==> config.mk <==
export PLATFORM = sky130hd
export DESIGN_NAME = totd_window_trigger
export DESIGN_NICKNAME = d
export VERILOG_FILES = /design/src/rtl/totd_window_trigger.sv
export SDC_FILE = /design/constraint.sdc
export NUM_CORES = 1
export LEC_CHECK = 0
export BUFFER_PORTS_ARGS = -buffer_cell sky130_fd_sc_hd__buf_2
export CORE_ASPECT_RATIO = 0.9
export CORE_MARGIN = 1.5
export CORE_UTILIZATION = 60
export DETAILED_ROUTE_END_ITERATION = 12
export PLACE_DENSITY_LB_ADDON = 0.1
export SLEW_MARGIN = 10
export SYNTH_ARGS = -nofsm -noshare
export SYNTH_HDL_FRONTEND = slang
export SYNTH_SLANG_ARGS = --single-unit
==> constraint.sdc <==
create_clock -name CLK -period 3 [get_ports CLK]
set_clock_uncertainty 0.2 [all_clocks]
set_input_delay 0.6 -clock CLK [delete_from_list [all_inputs] [get_ports CLK]]
set_output_delay 0.6 -clock CLK [all_outputs]
set_load 0.1 [all_outputs]
==> src/rtl/totd_window_trigger.sv <==
// ToTd window trigger: per-PMT over-threshold occupancy over a sliding WINDOW-tick window, with a multiplicity trigger.
// Optional single-pulse/holdoff output mode is enabled by defining COMPATIBILITY_TOTD_HOLDOFF_EN.
module totd_window_trigger #(
    parameter int WINDOW    = 120,
    parameter int OCC_WIDTH = 7
) (
    input  logic                 CLK,
    input  logic                 RSTN,
    input  logic [1:0]           ENABLE40,
    input  logic [11:0]          ADC_IN0,
    input  logic [11:0]          ADC_IN1,
    input  logic [11:0]          ADC_IN2,
    input  logic [11:0]          THRES0,
    input  logic [11:0]          THRES1,
    input  logic [11:0]          THRES2,
    input  logic [OCC_WIDTH-1:0] OCC_REQ,
    input  logic [1:0]           MULT_REQ,
    input  logic [2:0]           PMT_MASK,
    output logic [OCC_WIDTH-1:0] OCC0,
    output logic [OCC_WIDTH-1:0] OCC1,
    output logic [OCC_WIDTH-1:0] OCC2,
    output logic                 TRIG
);

    logic                 tick;
    logic [11:0]          adc   [3];
    logic [11:0]          thres [3];
    logic [OCC_WIDTH-1:0] occ_w [3];
    logic                 qual  [3];
    logic [1:0]           nq;
    logic                 cond;
    logic                 trig_reg;

    assign tick     = (ENABLE40 == 2'd0);
    assign adc[0]   = ADC_IN0;
    assign adc[1]   = ADC_IN1;
    assign adc[2]   = ADC_IN2;
    assign thres[0] = THRES0;
    assign thres[1] = THRES1;
    assign thres[2] = THRES2;

    genvar gi;
    generate
        for (gi = 0; gi < 3; gi++) begin : pmt_g
            logic                 over_reg;
            logic [WINDOW-1:0]    line_reg;
            logic [WINDOW:0]      line_ext;
            logic [OCC_WIDTH-1:0] occ_reg;
            logic [OCC_WIDTH-1:0] occ_next;

            // Extended vector keeps the shift valid even for WINDOW == 1.
            assign line_ext = {line_reg, over_reg};
            assign occ_next = occ_reg
                            + {{(OCC_WIDTH-1){1'b0}}, over_reg}
                            - {{(OCC_WIDTH-1){1'b0}}, line_reg[WINDOW-1]};

            always_ff @(posedge CLK or negedge RSTN) begin
                if (!RSTN) begin
                    over_reg <= 1'b0;
                    line_reg <= '0;
                    occ_reg  <= '0;
                end else if (tick) begin
                    over_reg <= (adc[gi] > thres[gi]);
                    line_reg <= line_ext[WINDOW-1:0];
                    occ_reg  <= occ_next;
                end
            end

            assign occ_w[gi] = occ_reg;
            assign qual[gi]  = !PMT_MASK[gi] && (occ_reg >= OCC_REQ);
        end
    endgenerate

    assign nq   = {1'b0, qual[0]} + {1'b0, qual[1]} + {1'b0, qual[2]};
    assign cond = (MULT_REQ != 2'd0) && (nq >= MULT_REQ);

`ifdef COMPATIBILITY_TOTD_HOLDOFF_EN
    logic [OCC_WIDTH-1:0] hold_reg;
    logic                 cond_prev_reg;

    // Edge history is cleared while holding off, so a condition still high
    // when the holdoff expires counts as a fresh rising edge.
    always_ff @(posedge CLK or negedge RSTN) begin
        if (!RSTN) begin
            trig_reg      <= 1'b0;
            hold_reg      <= '0;
            cond_prev_reg <= 1'b0;
        end else if (tick) begin
            if (hold_reg != '0) begin
                hold_reg      <= hold_reg - 1'b1;
                trig_reg      <= 1'b0;
                cond_prev_reg <= 1'b0;
            end else begin
                cond_prev_reg <= cond;
                if (cond && !cond_prev_reg) begin
                    trig_reg <= 1'b1;
                    hold_reg <= OCC_WIDTH'(WINDOW);
                end else begin
                    trig_reg <= 1'b0;
                end
            end
        end
    end
`else
    always_ff @(posedge CLK or negedge RSTN) begin
        if (!RSTN) begin
            trig_reg <= 1'b0;
        end else if (tick) begin
            trig_reg <= cond;
        end
    end
`endif

    assign OCC0 = occ_w[0];
    assign OCC1 = occ_w[1];
    assign OCC2 = occ_w[2];
    assign TRIG = trig_reg;

endmodule

# Word-level counts from Yosys, hierarchy flattened
# Cells that the tools add are included.
[classes] n_addsub=8 magnitude_cmp=7 reduce_logical=9
[op_table] operator="12-bit > comparator" n=3
[op_table] operator="7-bit by 1-bit adder with 7-bit output" n=3
[op_table] operator="7-bit greater-or-equal comparator" n=3
[op_table] operator="7-bit by 1-bit subtractor with 7-bit output" n=3
[op_table] operator="1-bit logical AND" n=4
[op_table] operator="1-bit logical NOT" n=3
[op_table] operator="1-bit by 1-bit adder with 2-bit output" n=1
[op_table] operator="2-bit by 1-bit adder with 2-bit output" n=1
[op_table] operator="2-bit greater-or-equal comparator" n=1
[op_table] operator="2-bit logical NOT" n=1
[op_table] operator="2-bit nonzero test" n=1
[totals] regBits=385 input_bits=88 output_inout_bits=22 word_cells=34

# Longest topological paths before layout
# Gate-level depths: netlist (run 1).
[logic_depth] depth_word=6 depth_mapped=13 ltp_nobuf=13

# Worst setup path before layout (run 1)
# No wires, ideal clock.
[synth_timing] path_type="flip-flop to flip-flop" start="reg pmt_g[2].occ_reg[0] (netlist: OCC2[0])" end="reg trig_reg (netlist: TRIG)" setup_time_ns=0.133 arrival_ns=3.103 required_time_ns=2.667 path_slack_ns=-0.435 path_stages_with_launch=14 path_buffers=0 synth_period_minus_slack_ns=3.435 cell_sequence="dfrtp_1 -> inv_1 -> ha_1 -> nand2b_1 -> a211oi_1 -> o21ai_0 -> a21oi_1 -> nor2_1 -> fa_1 -> inv_1 -> ha_1 -> nand2b_1 -> a21oi_1 -> o31ai_1"
[synth_via] elab_chain_cells=5
[synth_rtl] item="from (decl)" line_no="48" rtl="logic [OCC_WIDTH-1:0] occ_reg;"
[synth_rtl] item="from (signal assigned)" line_no="65" rtl="occ_reg <= occ_next;"
[synth_rtl] item="7-bit greater-or-equal comparator" line_no="70" rtl="assign qual[gi] = !PMT_MASK[gi] && (occ_reg >= OCC_REQ);"
[synth_rtl] item="1-bit logical AND" line_no="70"
[synth_rtl] item="2-bit by 1-bit adder with 2-bit output" line_no="74" rtl="assign nq = {1'b0, qual[0]} + {1'b0, qual[1]} + {1'b0, qual[2]};"
[synth_rtl] item="2-bit greater-or-equal comparator" line_no="75" rtl="assign cond = (MULT_REQ != 2'd0) && (nq >= MULT_REQ);"
[synth_rtl] item="1-bit logical AND" line_no="75"
[synth_rtl] item="to (signal assigned)" line_no="109" rtl="trig_reg <= cond;"
[synth_rtl] item="to (decl)" line_no="32" rtl="logic trig_reg;"
# No other way between the ends.
# A chain may end at the register's enable or synchronous reset.

# Worst setup path in the final report (run 1)
[layout_timing] start="reg pmt_g[0].occ_reg[0] (netlist: OCC0[0])" end="reg trig_reg (netlist: TRIG)"
[layout_via] elab_chain_cells=6
[layout_rtl] item="from (decl)" line_no="48"
[layout_rtl] item="from (signal assigned)" line_no="65"
[layout_rtl] item="7-bit greater-or-equal comparator" line_no="70"
[layout_rtl] item="1-bit logical AND" line_no="70"
[layout_rtl] item="1-bit by 1-bit adder with 2-bit output" line_no="74"
[layout_rtl] item="2-bit by 1-bit adder with 2-bit output" line_no="74"
[layout_rtl] item="2-bit greater-or-equal comparator" line_no="75"
[layout_rtl] item="1-bit logical AND" line_no="75"
# No other way between the ends.

==> metrics.txt, run 1 <==
status finished, final reports clean; flip-flop count of the largest register after layout 360; Hold Vio Cnt, Final 0; syn_area_per_cell 8.718 um^2; Clock Latency Late Sink 0.53 ns; Core ar. 27030 um^2; synthesis-stage register bit count 385; TritonCTS clock tree done; post-layout min period 2.908 ns; Synth Warn # 0; layout cells sized above 1 0.1147; First-pass DRT Iterations 5; # DRC 0; Power Total 0.01422 W; cell area after layout 18970 um^2; Die Y 160.6 um; Worst IR Drop VDD 0.5287 mV; Post-synth EDFFs 0; CP startpoint kind flip-flop; Seq/Total Area, Yosys 0.5820; Post-DRT Antenna Nets 0; nets 2166; first-pass GRT wire length 52240 um; Max Freq 343.9 MHz; Placement Setup Slack -0.3092 ns; global-route usage over all layers 0.2175; htree depth 2; n_diodes 0; Setup CP Type reg -> reg; Die ar. 28600 um^2; vias in the first global route 11670; power per cell area 749.6 nW/um^2; CTS Buffer Depth 3; max cap viols 0; CP endpoint kind flip-flop; hold crit path type in -> reg; P_leak 10.91 nW; Cell variety after synth 29; Critical Path Fanout Max 2; Detail Placement HPWL 17680 um; Least-Margin Pin Slew 0.8790 ns; Slew headroom 0.4140; Critical Path AT 3.09 ns; total grt overflow 0; per-cell routed wire length 12.42 um; vias 11930; # IOs 110; port bufs 109; CTS Buf Count 40; initial core utilization 0.6125; Mapped Cells 1899; via/cell ratio 5.022; syn nets 2071; floorplan row count 57; Final setup viols 0; Post-synth ARST share 1.000; fin util 0.7018; Root Buffer clkbuf_16; routability cong. 0.8471; fin worst setup slack 0.09192 ns; Worst Path Required 3.19 ns; Detailed Route WL 29510 um; Area after DPL 17550 um^2; commonest non-fill, non-tap cell in the layout nand2_1; flop2flop setup slack 0.09 ns; synth-to-layout area growth 14.59%; Hold WS 0.2226 ns; most frequent cells in the layout nand2_1 (1102), dfrtp_1 (367), buf_2 (108); Post-Syn Area 16550 um^2; Worst-path clk slew 0.06 ns; TritonCTS Sinks 385; largest net degree at the start of global routing 210; fillers 2070; fin crit share 0.9694; Synth Flop Type dfrtp_1; final max-slew violation count 0; First DRT Iteration DRCs 894; initial antenna violation count 0; Die X 178.1 um
cell families after synthesis:
logic type               share of synthesized area
AND/OR/NAND/NOR                             0.2665
flip-flops                                  0.5820
buffers and inverters                      0.04308
AO/OA/AOI/OAI                              0.03658
adder cells (fa/ha/maj)                    0.06530
XOR/XNOR                                  0.004762
multiplexers                              0.001814
worst paths after layout:
path	from	cells after the start	end
worst max-delay path	OCC0[0]$_DFFE_PN0N_	13	TRIG$_DFFE_PN0N_
worst min-delay path	MULT_REQ[0]	3	TRIG$_DFFE_PN0N_
worst max register to register	OCC0[0]$_DFFE_PN0N_	13	TRIG$_DFFE_PN0N_
worst min register to register	pmt_g[2].line_reg[46]$_DFFE_PN0N_	2	pmt_g[2].line_reg[47]$_DFFE_PN0N_
max in group asynchronous	RSTN	3	pmt_g[1].line_reg[44]$_DFFE_PN0N_
min in group asynchronous	RSTN	2	pmt_g[0].line_reg[59]$_DFFE_PN0N_
per-layer routing:
| layer | track usage | wire (um) |
|---|---|---|
| met4 | 0.05921 | 565 |
| met3 | 0.03338 | 816 |
| met2 | 0.3619 | 13830 |
| met5 | 0 | 0 |
| met1 | 0.2989 | 14300 |
per-stage QoR:
stage / instances / setup TNS (ns)
after floorplan: 1899 / 0
after global placement: 2304 / -0.2836
after detailed placement: 2304 / -0.3092
after CTS: 2375 / 0
after global routing: 2376 / -0.01097
final: 2376 / 0
worst max-delay path, stage by stage (launching register included):
cell and delay (ns):
dfrtp_4 0.48, inv_2 0.06, ha_1 0.21, nand2b_1 0.17
a211oi_2 0.22, o21ai_1 0.10, a21oi_1 0.15, nor2_1 0.07
fa_1 0.49, inv_1 0.04, ha_1 0.26, nand2b_4 0.15
a21oi_4 0.12, o31ai_2 0.07
what timing repair did:
| action | in CTS | in global routing |
|---|---|---|
| pin swaps | 0 | 11 |
| endpoints found under the hold margin | 76 | 0 |
| endpoints found under the setup margin | 1 | 1 |
| resized for setup | 2 | 10 |
| hold buffers | 1 | 0 |
| setup buffers | 0 | 1 |
power breakdown:
part	internal [W]	switching, W	leakage (nW)
Sequential	0.00552	0.000250	5.30
Combinational	0.00107	0.00242	4.97
Clock	0.00299	0.00197	0.646
cells in the mapped netlist (4+ instances only):
master,count,area [um^2]
o31ai_1,7,52.55
a21oi_1,31,155.2
dfrtp_1,385,9634
nand2b_1,7,43.79
clkbuf_1,12,45.04
nand4_1,12,75.07
fa_1,4,80.08
inv_1,80,300.3
buf_2,72,360.4
nand2_1,1102,4136
ha_1,80,1001
nand3_1,6,30.03
xnor2_1,6,52.55
nor2_1,11,41.29
a211oi_1,9,67.56
o21ai_0,36,180.2
nor2b_1,6,37.54
final cells by class:
type	instances	area, um^2	share of cell area
Clock buffer	58	1179	0.06213
Clock inverter	12	160.2	0.008442
Inverter	80	300.3	0.01583
Multi-Input combinational cell	1348	6284	0.3312
Sequential cell	385	9672	0.5098
Tap cell	354	442.9	0.02335
Timing Repair Buffer	139	933.4	0.04920
(Power assumes the default switching activity.)
==> inputs of run 2 (changes only) <==
CORE_UTILIZATION = 50   (was 60)
CTS_CLUSTER_SIZE = 30   (was unset)
==> run 2 against run 1 <==
Against the previous run:
- total power decreased by 2.2%
- sequential power decreased by 0.7%
- cell count increased by 2.9%
- critical path type unchanged
==> metrics.txt, run 2 (same netlist as run 1, synthesis figures left out) <==
Die Y 175.6 um (+9.4%); flop2flop setup slack 0.12 ns (+0.03 ns); Critical Path Fanout Max 2 (unchanged); Slew headroom 0.5603 (+0.1463); via/cell ratio 4.845 (-3.5%); flip-flop count of the largest register after layout 360 (unchanged); Post-DRT Antenna Nets 0 (unchanged); Placed Cells incl. Taps 2378 (+3.2%); Max Freq 347.5 MHz (+1.1%); Hold Vio Cnt, Final 0 (unchanged); Placement Setup Slack -0.2871 ns (+0.02206 ns); Least-Margin Pin Slew 0.6596 ns (-0.2194 ns); total grt overflow 0 (unchanged); most frequent cells in the layout nand2_1 (1102), dfrtp_1 (367), buf_2 (108); status finished, final reports clean; # DRC 0 (unchanged); initial antenna violation count 0 (unchanged); commonest non-fill, non-tap cell in the layout nand2_1; reg-to-reg endpoint TRIG$_DFFE_PN0N_; worst r2r src OCC2[0]$_DFFE_PN0N_; n_diodes 0 (unchanged); nets 2172 (+0.28%); CP endpoint kind flip-flop; Root Buffer clkbuf_16; CP startpoint kind flip-flop; Core ar. 32790 um^2 (+21%); CTS Buf Count 40 (unchanged); post-layout min period 2.878 ns (-0.03040 ns); vias in the first global route 11670 (+0.017%); Detail Placement HPWL 18260 um (+3.3%); largest net degree at the start of global routing 131 (-38%); Detailed Route WL 29820 um (+1.0%); Worst IR Drop VDD 0.5305 mV (+0.34%); Worst Path Required 3.21 ns (+0.02 ns); Setup CP Type reg -> reg; power per cell area 731.6 nW/um^2 (-2.4%); Clock Latency Late Sink 0.54 ns (about the same); hold crit path type in -> reg; fillers 2904 (+40%); Hold Path Depth 3 (unchanged); port bufs 109 (unchanged); per-cell routed wire length 12.19 um (-1.8%); setup tns final 0 ns (unchanged); First-pass DRT Iterations 5 (unchanged); Final setup viols 0 (unchanged); final max-slew violation count 0 (unchanged); TritonCTS Sinks 385 (unchanged); initial core utilization 0.5048 (-0.1076); vias 11850 (-0.74%); fin crit share 0.9592 (-0.01013); floorplan row count 63 (+11%); Power Total 0.01390 W (-2.2%); fin worst setup slack 0.1223 ns (+0.03040 ns); layout cells sized above 1 0.1147 (about the same); First DRT Iteration DRCs 776 (-13%); # IOs 110 (unchanged); non-filler instance count after layout 2445 (+2.9%); htree depth 2 (unchanged); global-route usage over all layers 0.1848 (-0.03279); Critical Path AT 3.09 ns (about the same); Die X 194.8 um (+9.4%); Die ar. 34210 um^2 (+20%); routability cong. 0.8296 (-2.1%); P_leak 10.90 nW (about the same); max cap viols 0 (unchanged); first-pass GRT wire length 53540 um (+2.5%); hold endpoint TRIG$_DFFE_PN0N_; synth-to-layout area growth 14.80%; worst reg-to-reg path cell count 13 (unchanged); hold_sp MULT_REQ[0]; CTS Buffer Depth 3 (unchanged); TritonCTS clock tree done; Worst-path clk slew 0.06 ns (about the same)
run 2: cell types whose count changed in the layout (fill, tap and decap cells not counted), moves of 2 or more:
cell | previous run | this run
clkinvlp_4 | 4 | 1
bufinv_16 | 3 | 0
buf_12 | 12 | 15
clkbuf_8 | 11 | 7
clkbuf_1 | 7 | 9
buf_4 | 17 | 20
inv_6 | 1 | 3
run 2: critical path: stages (launching register included):
cell and delay [ns]:
dfrtp_4 0.47, inv_2 0.07, ha_1 0.22, nand2b_4 0.14, a211oi_2 0.23, o21ai_1 0.11
a21oi_1 0.14, nor2_1 0.07, fa_1 0.47, inv_1 0.04, ha_1 0.26, nand2b_4 0.14
a21oi_2 0.13, o31ai_1 0.07
run 2: through the flow:
| stage | instance area (um^2) | utilization | hold WS (ns) |
|---|---|---|---|
| finish | 19000 | 0.5796 | 0.1788 |
| global route | 19000 | 0.5796 | 0.1968 |
| floorplan | 16590 | - | 0.1044 |
| detailed placement | 17720 | 0.5403 | 0.2480 |
| global placement | 17720 | 0.5403 | 0.2451 |
| CTS | 18940 | 0.5775 | 0.1661 |
run 2: worst max-delay path by stage:
stage,from,to,slack [ns],depth (start not counted)
6_report,OCC2[0]$_DFFE_PN0N_,TRIG$_DFFE_PN0N_,0.12,13
5_1_grt,OCC2[0]$_DFFE_PN0N_,TRIG$_DFFE_PN0N_,-0.02,13
4_1_cts,OCC2[0]$_DFFE_PN0N_,TRIG$_DFFE_PN0N_,0.0003,13
3_3_place_gp,OCC_REQ[0],TRIG$_DFFE_PN0N_,-0.25,13
3_5_place_dp,OCC_REQ[0],TRIG$_DFFE_PN0N_,-0.29,13
2_1_floorplan,OCC1[0]$_DFFE_PN0N_,TRIG$_DFFE_PN0N_,0.01,13
run 2: power breakdown:
group	total [W]	switching (W)	leakage [nW]	internal (W)
logic	0.00354	0.00244	5.01	0.00110
clock network	0.00463	0.00196	0.596	0.00267
registers	0.00573	0.000213	5.30	0.00552
total	0.0139	0.00461	10.9	0.00929
run 2: what timing repair did:
action,4_1_cts,5_1_grt
setup buffers,0,1
gates cloned,0,0
endpoints found under the setup margin,1,1
hold endpoints to repair,50,0
gates resized for setup,2,10
pin swaps,0,13
hold buffers,1,0
run 2: layer usage:
metal	wire [um]	share of wire	track usage	vias up
met5	0	0	0	-
met4	591	0.020	0.05103	0
met3	842	0.028	0.02995	47
met2	13590	0.46	0.3075	92
met1	14790	0.50	0.2528	5632
li1	-	-	-	6074
run 2: area by class of cell:
class / count / area, um^2 / area share
timing repair buffer: 145 / 1016 / 0.05346
clock buffer: 57 / 1156 / 0.06083
tap: 422 / 528.0 / 0.02778
inverter: 80 / 300.3 / 0.01580
sequential: 385 / 9672 / 0.5089
multi-input combinational: 1348 / 6279 / 0.3304
clock inverter: 8 / 53.80 / 0.002831
